### src/rtl/fft_stage_sequencer.sv
// fft_stage_sequencer: in-place radix-2 DIF FFT read/write-back address sequencer with inter-stage drain.
module fft_stage_sequencer #(
  parameter int LOG2N = 3,
  parameter int PIPE_LAT = 2
) (
  input  logic             clk,
  input  logic             reset,
  input  logic             en,
  input  logic             start,
  output logic             rd_en,
  output logic [LOG2N-1:0] rd_addr_a,
  output logic [LOG2N-1:0] rd_addr_b,
  output logic [LOG2N-2:0] tw_idx,
  output logic             wr_en,
  output logic [LOG2N-1:0] wr_addr_a,
  output logic [LOG2N-1:0] wr_addr_b,
  output logic [3:0]       stage,
  output logic             busy,
  output logic             done
);
  localparam int KW = LOG2N - 1;
  localparam int DW = 2 * LOG2N + 1;
  localparam int DLW = PIPE_LAT * DW;
  typedef enum logic [1:0] {IDLE, RUN, DRAIN, FINISH} state_t;
  state_t state, state_n;
  logic [KW-1:0] k, k_n;
  logic [3:0] s, s_n, d, d_n;
  logic [DLW-1:0] dl;
  logic [LOG2N-1:0] kk, span, lo, addr_a;
  always_ff @(posedge clk) begin
    if (reset) begin
      state <= IDLE;
      k <= '0;
      s <= '0;
      d <= '0;
      dl <= '0;
    end else if (en) begin
      state <= state_n;
      k <= k_n;
      s <= s_n;
      d <= d_n;
      dl <= DLW'({dl, rd_en, rd_addr_a, rd_addr_b});
    end
  end
  always_comb begin
    state_n = state;
    k_n = k;
    s_n = s;
    d_n = d;
    unique case (state)
      IDLE: if (start) begin
        state_n = RUN;
        k_n = '0;
        s_n = '0;
      end
      RUN: if (k == KW'((1 << KW) - 1)) begin
        state_n = DRAIN;
        d_n = '0;
      end else k_n = k + 1'b1;
      DRAIN: if (d == 4'(PIPE_LAT - 1)) begin
        state_n = (s == 4'(LOG2N - 1)) ? FINISH : RUN;
        s_n = (s == 4'(LOG2N - 1)) ? s : s + 4'd1;
        k_n = '0;
      end else d_n = d + 4'd1;
      FINISH: state_n = IDLE;
      default: state_n = IDLE;
    endcase
  end
  // Upper-wing address is k with a zero bit inserted at the span position.
  always_comb begin
    kk = LOG2N'(k);
    span = LOG2N'(1) << (4'(KW) - s);
    lo = kk & (span - 1'b1);
    addr_a = ((kk & ~lo) << 1) | lo;
    rd_en = state == RUN;
    rd_addr_a = rd_en ? addr_a : '0;
    rd_addr_b = rd_en ? (addr_a | span) : '0;
    tw_idx = rd_en ? KW'(lo << s) : '0;
    {wr_en, wr_addr_a, wr_addr_b} = dl[DLW-1 -: DW];
    stage = s;
    busy = state == RUN || state == DRAIN;
    done = state == FINISH;
  end
endmodule
### config.mk
export PLATFORM = sky130hd
export DESIGN_NAME = fft_stage_sequencer
export DESIGN_NICKNAME = d
export VERILOG_FILES = /design/src/rtl/fft_stage_sequencer.sv
export SDC_FILE = /design/constraint.sdc
export NUM_CORES = 1
export LEC_CHECK = 0
export BUFFER_PORTS_ARGS = -buffer_cell sky130_fd_sc_hd__buf_2
export CAP_MARGIN = 20
export CORE_MARGIN = 1.5
export CORE_UTILIZATION = 41
export DETAILED_ROUTE_END_ITERATION = 8
export GPL_TIMING_DRIVEN = 1
export SLEW_MARGIN = 20
export SYNTH_ARGS = -nofsm -noshare
export SYNTH_HDL_FRONTEND = slang
export SYNTH_SLANG_ARGS = --single-unit
### constraint.sdc
create_clock -name clk -period 5.7 [get_ports clk]
set_input_delay 1.14 -clock clk [delete_from_list [all_inputs] [get_ports clk]]
set_output_delay 1.14 -clock clk [all_outputs]
set_load 0.01 [all_outputs]
# After elaboration in Yosys (flattened, before gate mapping)
# Cells that the tools add are included.
dict set report word_totals {
  ff_bits 26
  inputBits 4
}
dict set report op_classes {
  n_eq_ne 12
  reduce_logical 9
  shifts 2
  muxes 19
  add_sub_neg 5
  bitwise 5
}
# cell n
set op_table {}
lappend op_table {{2-to-1 mux 4 bit} 5}
lappend op_table {{2-to-1 mux 2 bit} 8}
lappend op_table {{one-hot mux 4 bit (2 select lines)} 2}
lappend op_table {{inequality test 2 bit, second input constant} 5}
lappend op_table {{AND reduction 5 bit} 2}
lappend op_table {{adder 4 x 1 -> 4 bit, second input constant} 2}
lappend op_table {{one-hot mux 2 bit (4 select lines)} 1}
lappend op_table {{AND reduction 4 bit} 2}
lappend op_table {{equality test 2 bit, second input constant} 3}
lappend op_table {{2-to-1 mux 3 bit} 2}
lappend op_table {{OR 3 bit} 2}
lappend op_table {{one-hot mux 2 bit (3 select lines)} 1}
lappend op_table {{equality test 4 x 1 -> 1 bit, second input constant} 1}
lappend op_table {{equality test 4 x 2 -> 1 bit, second input constant} 1}
lappend op_table {{nonzero test 2 bit} 2}
lappend op_table {{left shift 1 x 4 -> 3 bit, first input constant} 1}
lappend op_table {{left shift 3 x 4 -> 2 bit} 1}
lappend op_table {{subtractor 2 x 4 -> 4 bit, first input constant} 1}
lappend op_table {{bitwise AND 2 x 3 -> 3 bit} 1}
lappend op_table {{nonzero test 3 bit} 1}
lappend op_table {{subtractor 3 x 1 -> 3 bit, second input constant} 1}
lappend op_table {{adder 2 x 1 -> 2 bit, second input constant} 1}
lappend op_table {{bitwise AND 2 bit} 1}
lappend op_table {{equality test 2 x 1 -> 1 bit, second input constant} 1}
lappend op_table {{other kinds (4)} 4}

# Longest topological paths before layout
dict set report logic_depth {
  depth_word 9
  ltp_mapped 8
}

# Worst setup path after synthesis
# No wires, ideal clock.
dict set report synth_timing {
  path_kind {flip-flop to output port}
  startpoint {register s[0] (netlist: stage[0])}
  endpoint {output port rd_addr_a[1]}
  arrival_ns 1.672
  setup_slack_ns 2.888
  path_stages_with_launch 8
  path_cell_list {dfxtp_1 -> buf_2 -> inv_1 -> ha_1 -> nand3b_1 -> nand2_1 -> mux2i_1 -> nor2b_1}
}
dict set report synth_via {
  elab_chain_len 8
}
# item line
set synth_rtl {}
lappend synth_rtl {{start, declared} 27} ;# logic [3:0] s, s_n, d, d_n;
lappend synth_rtl {{start signal, assigned} 40} ;# s <= s_n;
lappend synth_rtl {{subtractor 2 x 4 -> 4 bit (*)} 72} ;# span = LOG2N'(1) << (4'(KW) - s);
lappend synth_rtl {{left shift 1 x 4 -> 3 bit (*)} 72}
lappend synth_rtl {{subtractor 3 x 1 -> 3 bit (*)} 73} ;# lo = kk & (span - 1'b1);
lappend synth_rtl {{bitwise AND 2 x 3 -> 3 bit (*)} 73}
lappend synth_rtl {{NOT 2 bit} 74} ;# addr_a = ((kk & ~lo) << 1) | lo;
lappend synth_rtl {{bitwise AND 2 bit} 74}
lappend synth_rtl {{OR 3 bit (*)} 74}
lappend synth_rtl {{2-to-1 mux 3 bit (*)} 76} ;# rd_addr_a = rd_en ? addr_a : '0;
lappend synth_rtl {{end, declared} 11} ;# output logic [LOG2N-1:0] rd_addr_a,
# Every way passes the cells marked *; elsewhere a longest branch is shown, timed or not.

# Worst setup path in the final report
# Ends and elaborated chain as after synthesis.

==> impl_metrics.sql <==
INSERT INTO impl_metrics (metric_group, metric, value, unit) VALUES
('grt', 'groute.usage.overall', '0.159', ''),
('flow_run', 'drv_cap', '0', ''),
('synthesis', 'synth.top_cells.by_area', 'sky130_fd_sc_hd__dfxtp_1 34%, sky130_fd_sc_hd__ha_1 8.3%, sky130_fd_sc_hd__mux2i_1 7.3%, sky130_fd_sc_hd__nor2_1 5.4%, sky130_fd_sc_hd__nand2_1 3.7%', ''),
('cells_and_area', 'drive_above_1_share', '0.207', ''),
('timing', 'relSlewSlack', '0.583', ''),
('synthesis', 'synth_seq_area_share', '0.343', ''),
('route', 'route.final.wire_length', '3020', 'µm'),
('timing', 'period_minus_slack', '3.37', 'ns'),
('route', 'met1Wirelength', '1470', 'µm'),
('clock_network', 'postCtsSetupBuffers', '0', ''),
('floorplan', 'die_h', '63.8', 'µm'),
('grt', 'grt_first_pass_wirelength', '5240', 'µm'),
('worst_setup_path', 'timing.critical_path.from_type', 'register', ''),
('cells_and_area', 'area_growth_syn_to_layout', '11.2', '%'),
('power', 'internal_power', '298', 'µW'),
('clock_network', 'clk_lat_worst_skew', '0.27', 'ns'),
('timing', 'max_freq', '297', 'MHz'),
('synthesis', 'number_of_instances_in_the_synthesized_netlist', '174', ''),
('power', 'combinationalPowerShare', '0.131', ''),
('route', 'drt_pass1_iterations', '4', ''),
('worst_setup_path', 'worst_setup_path_end_kind', 'output pin', ''),
('placed_design', 'port-buffer-count', '25', ''),
('power', 'pwrdens', '232', 'mW/mm²'),
('clock_network', 'ctsResizeCount', '0', ''),
('floorplan', 'io_pins', '26', ''),
('outcome', 'outcome', 'finished clean', ''),
('clock_network', 'cts-buffers-inserted', '3', ''),
('cells_and_area', 'num_antenna_cells', '0', ''),
('min_path', 'hold_path.class', 'reg -> reg', ''),
('cells_and_area', 'final.fill_count', '330', ''),
('synthesis', 'synth_cell_type_count', '47', ''),
('timing', 'period_share', '0.590', ''),
('clock_network', 'tritoncts', 'done', ''),
('route', 'route.met2.wl', '1430', 'µm'),
('route', 'post_drt_via_cell_ratio', '5.32', ''),
('route', 'top_layer_in_use', 'met4', ''),
('grt', 'largest_net_degree_at_the_start_of_global_routing', '26', ''),
('power', 'peakVddDrop', '0.165', 'mV'),
('route', 'route.detailed.drc', '0', ''),
('synthesis', 'synth-warning-count', '0', ''),
('timing', 'finClkSkew', '0.00159', 'ns'),
('power', 'p_clk_frac', '0.388', ''),
('cells_and_area', 'sequential_cell_area', '520', 'µm²'),
('clock_network', 'htree_num_levels', '1', ''),
('clock_network', 'clock_tree.buffer_depth', '2', ''),
('clock_network', 'count_of_hold_fix_buffers_inserted_at_cts', '0', ''),
('placed_design', 'preCtsSetupSlack', '2.60', 'ns'),
('synthesis', 'synth_top_area_share', '0.343', ''),
('floorplan', 'fp-row-count', '21', ''),
('grt', 'global_route.overflow_total', '0', ''),
('timing', 'fin_setup_tns', '0', 'ns'),
('power', 'power_switching', '93.7', 'µW'),
('timing', 'fin_worst_setup_slack', '2.33', 'ns'),
('timing', 'hold_viol_final', '0', ''),
('synthesis', 'syn_area_per_cell', '8.72', 'µm²'),
('worst_setup_path', 'cp_arrival', '2.23', 'ns'),
('timing', 'final-setup-viol-count', '0', ''),
('floorplan', 'core_region_area', '0.00344', 'mm²'),
('route', 'route.vias.total', '1246', ''),
('floorplan', 'initial_core_util', '0.441', ''),
('placed_design', 'gp_routability_congestion', '0.845', ''),
('floorplan', 'die_outline_area', '0.00407', 'mm²'),
('placed_design', 'hpwl', '2240', 'µm'),
('worst_setup_path', 'crit_path_max_fanout', '11', ''),
('timing', 'maxSlewViolCount', '0', ''),
('clock_network', 'clk_pin_slew_worst_paths', '0.09', 'ns'),
('power', 'switching_share', '0.239', ''),
('clock_network', 'cts_root_buf', 'sky130_fd_sc_hd__clkbuf_8', ''),
('power', 'seqPwrFrac', '0.480', ''),
('synthesis', 'netlist_area', '0.00152', 'mm²'),
('floorplan', 'fp.dieW', '63.8', 'µm');
==> routing by layer <==
metal / GRT usage / vias to the layer above
met5: 0 / -
met4: 0.0326 / 0
met3: 0.0370 / 2
met2: 0.263 / 20
met1: 0.211 / 596
li1: - / 628
==> final timing paths <==
path / from / endpoint / slack (ns) / depth (start not counted)
worst min register to register: dl[5] / dl[5] / 0.48 / 2
worst max-delay path: stage[0] / rd_addr_a[1] / 2.33 / 7
worst max register to register: state[0] / stage[1] / 3.48 / 6
worst min-delay path: dl[5] / dl[5] / 0.48 / 2
==> registers in the layout, indices dropped and copies added, names as in the netlist <==
| name | cells |
|---|---|
| stage | 4 |
| state | 2 |
| k | 2 |
| d | 4 |
| dl | 14 |
==> per-stage QoR <==
| stage | cells | hold slack, ns | utilization | instance area (µm²) |
|---|---|---|---|---|
| finish | 234 | 0.475 | 0.490 | 1690 |
| global route | 234 | 0.489 | 0.490 | 1690 |
| CTS | 234 | 0.476 | 0.490 | 1690 |
| detailed placement | 230 | 0.458 | 0.469 | 1620 |
| global placement | 230 | 0.456 | 0.469 | 1620 |
| floorplan | 174 | 0.441 | - | 1520 |
==> cell usage after synthesis, drive strengths merged <==
cell	number
clkbuf	5
nand2	15
and4bb	2
or2	1
o2111a	1
and3	1
nand4b	1
and2	3
mux2	1
inv	10
nor2b	5
nor3	2
a31oi	1
nand3	4
a211oi	1
o32ai	2
and4b	1
or3b	1
a2111oi	1
nor2	22
o21ai	3
nand2b	2
buf	10
nand4	3
o31ai	1
nand3b	4
nor3b	1
ha	10
o41ai	1
a311oi	1
a21oi	12
a41o	1
a32o	1
xor2	2
mux2i	11
nand4bb	1
dfxtp	26
o21a	2
o211ai	2
==> power groups by stage <==
stage | Sequential [µW] | Combinational (µW) | Clock (µW)
floorplan | 192 | 41.1 | 0
finish | 188 | 51.4 | 152
detailed placement | 192 | 51.6 | 0
global placement | 192 | 51.0 | 0
CTS | 188 | 51.9 | 157
global route | 189 | 57.5 | 165
==> area by class of cell <==
class                           count  share of cell area
Timing Repair Buffer               25              0.0742
Clock inverter                      1              0.0178
Tap cell                           46              0.0341
Multi-Input combinational cell    123               0.519
Clock buffer                        3              0.0245
Sequential cell                    26               0.309
Inverter                           10              0.0223
==> placed cells by master (no fill, tap or decap), types with 2 or more instances in the layout <==
cell type	count
sky130_fd_sc_hd__nand3b_1	3
sky130_fd_sc_hd__o21a_1	2
sky130_fd_sc_hd__buf_2	25
sky130_fd_sc_hd__mux2i_1	11
sky130_fd_sc_hd__ha_1	10
sky130_fd_sc_hd__nand2_1	15
sky130_fd_sc_hd__o21ai_0	2
sky130_fd_sc_hd__nor2b_1	5
sky130_fd_sc_hd__a21oi_1	11
sky130_fd_sc_hd__nand4_1	3
sky130_fd_sc_hd__clkbuf_8	3
sky130_fd_sc_hd__nor2_1	22
sky130_fd_sc_hd__nor3_1	2
sky130_fd_sc_hd__inv_1	10
sky130_fd_sc_hd__o211ai_1	2
sky130_fd_sc_hd__dfxtp_1	26
sky130_fd_sc_hd__xor2_1	2
sky130_fd_sc_hd__o32ai_1	2
sky130_fd_sc_hd__nand3_1	4
==> worst max-delay path, stage by stage (launching register included) <==
cell	delay, ns
sky130_fd_sc_hd__dfxtp_1	0.53
sky130_fd_sc_hd__inv_1	0.15
sky130_fd_sc_hd__ha_1	0.38
sky130_fd_sc_hd__nand3b_1	0.26
sky130_fd_sc_hd__nand2_1	0.18
sky130_fd_sc_hd__mux2i_1	0.25
sky130_fd_sc_hd__nor2b_1	0.07
sky130_fd_sc_hd__buf_2	0.14
==> kinds of logic (layout without fill, tap and decap cells) <==
family                   after synthesis  count (layout)  share of synthesized area
AND/OR/NAND/NOR                       69              69                      0.252
AO/OA/AOI/OAI                         30              30                      0.150
flip-flops                            26              26                      0.343
buffers and inverters                 25              39                     0.0800
multiplexers                          12              12                     0.0800
adder cells (fa/ha/maj)               10              10                     0.0825
XOR/XNOR                               2               2                     0.0116
(Power assumes the default switching activity.)
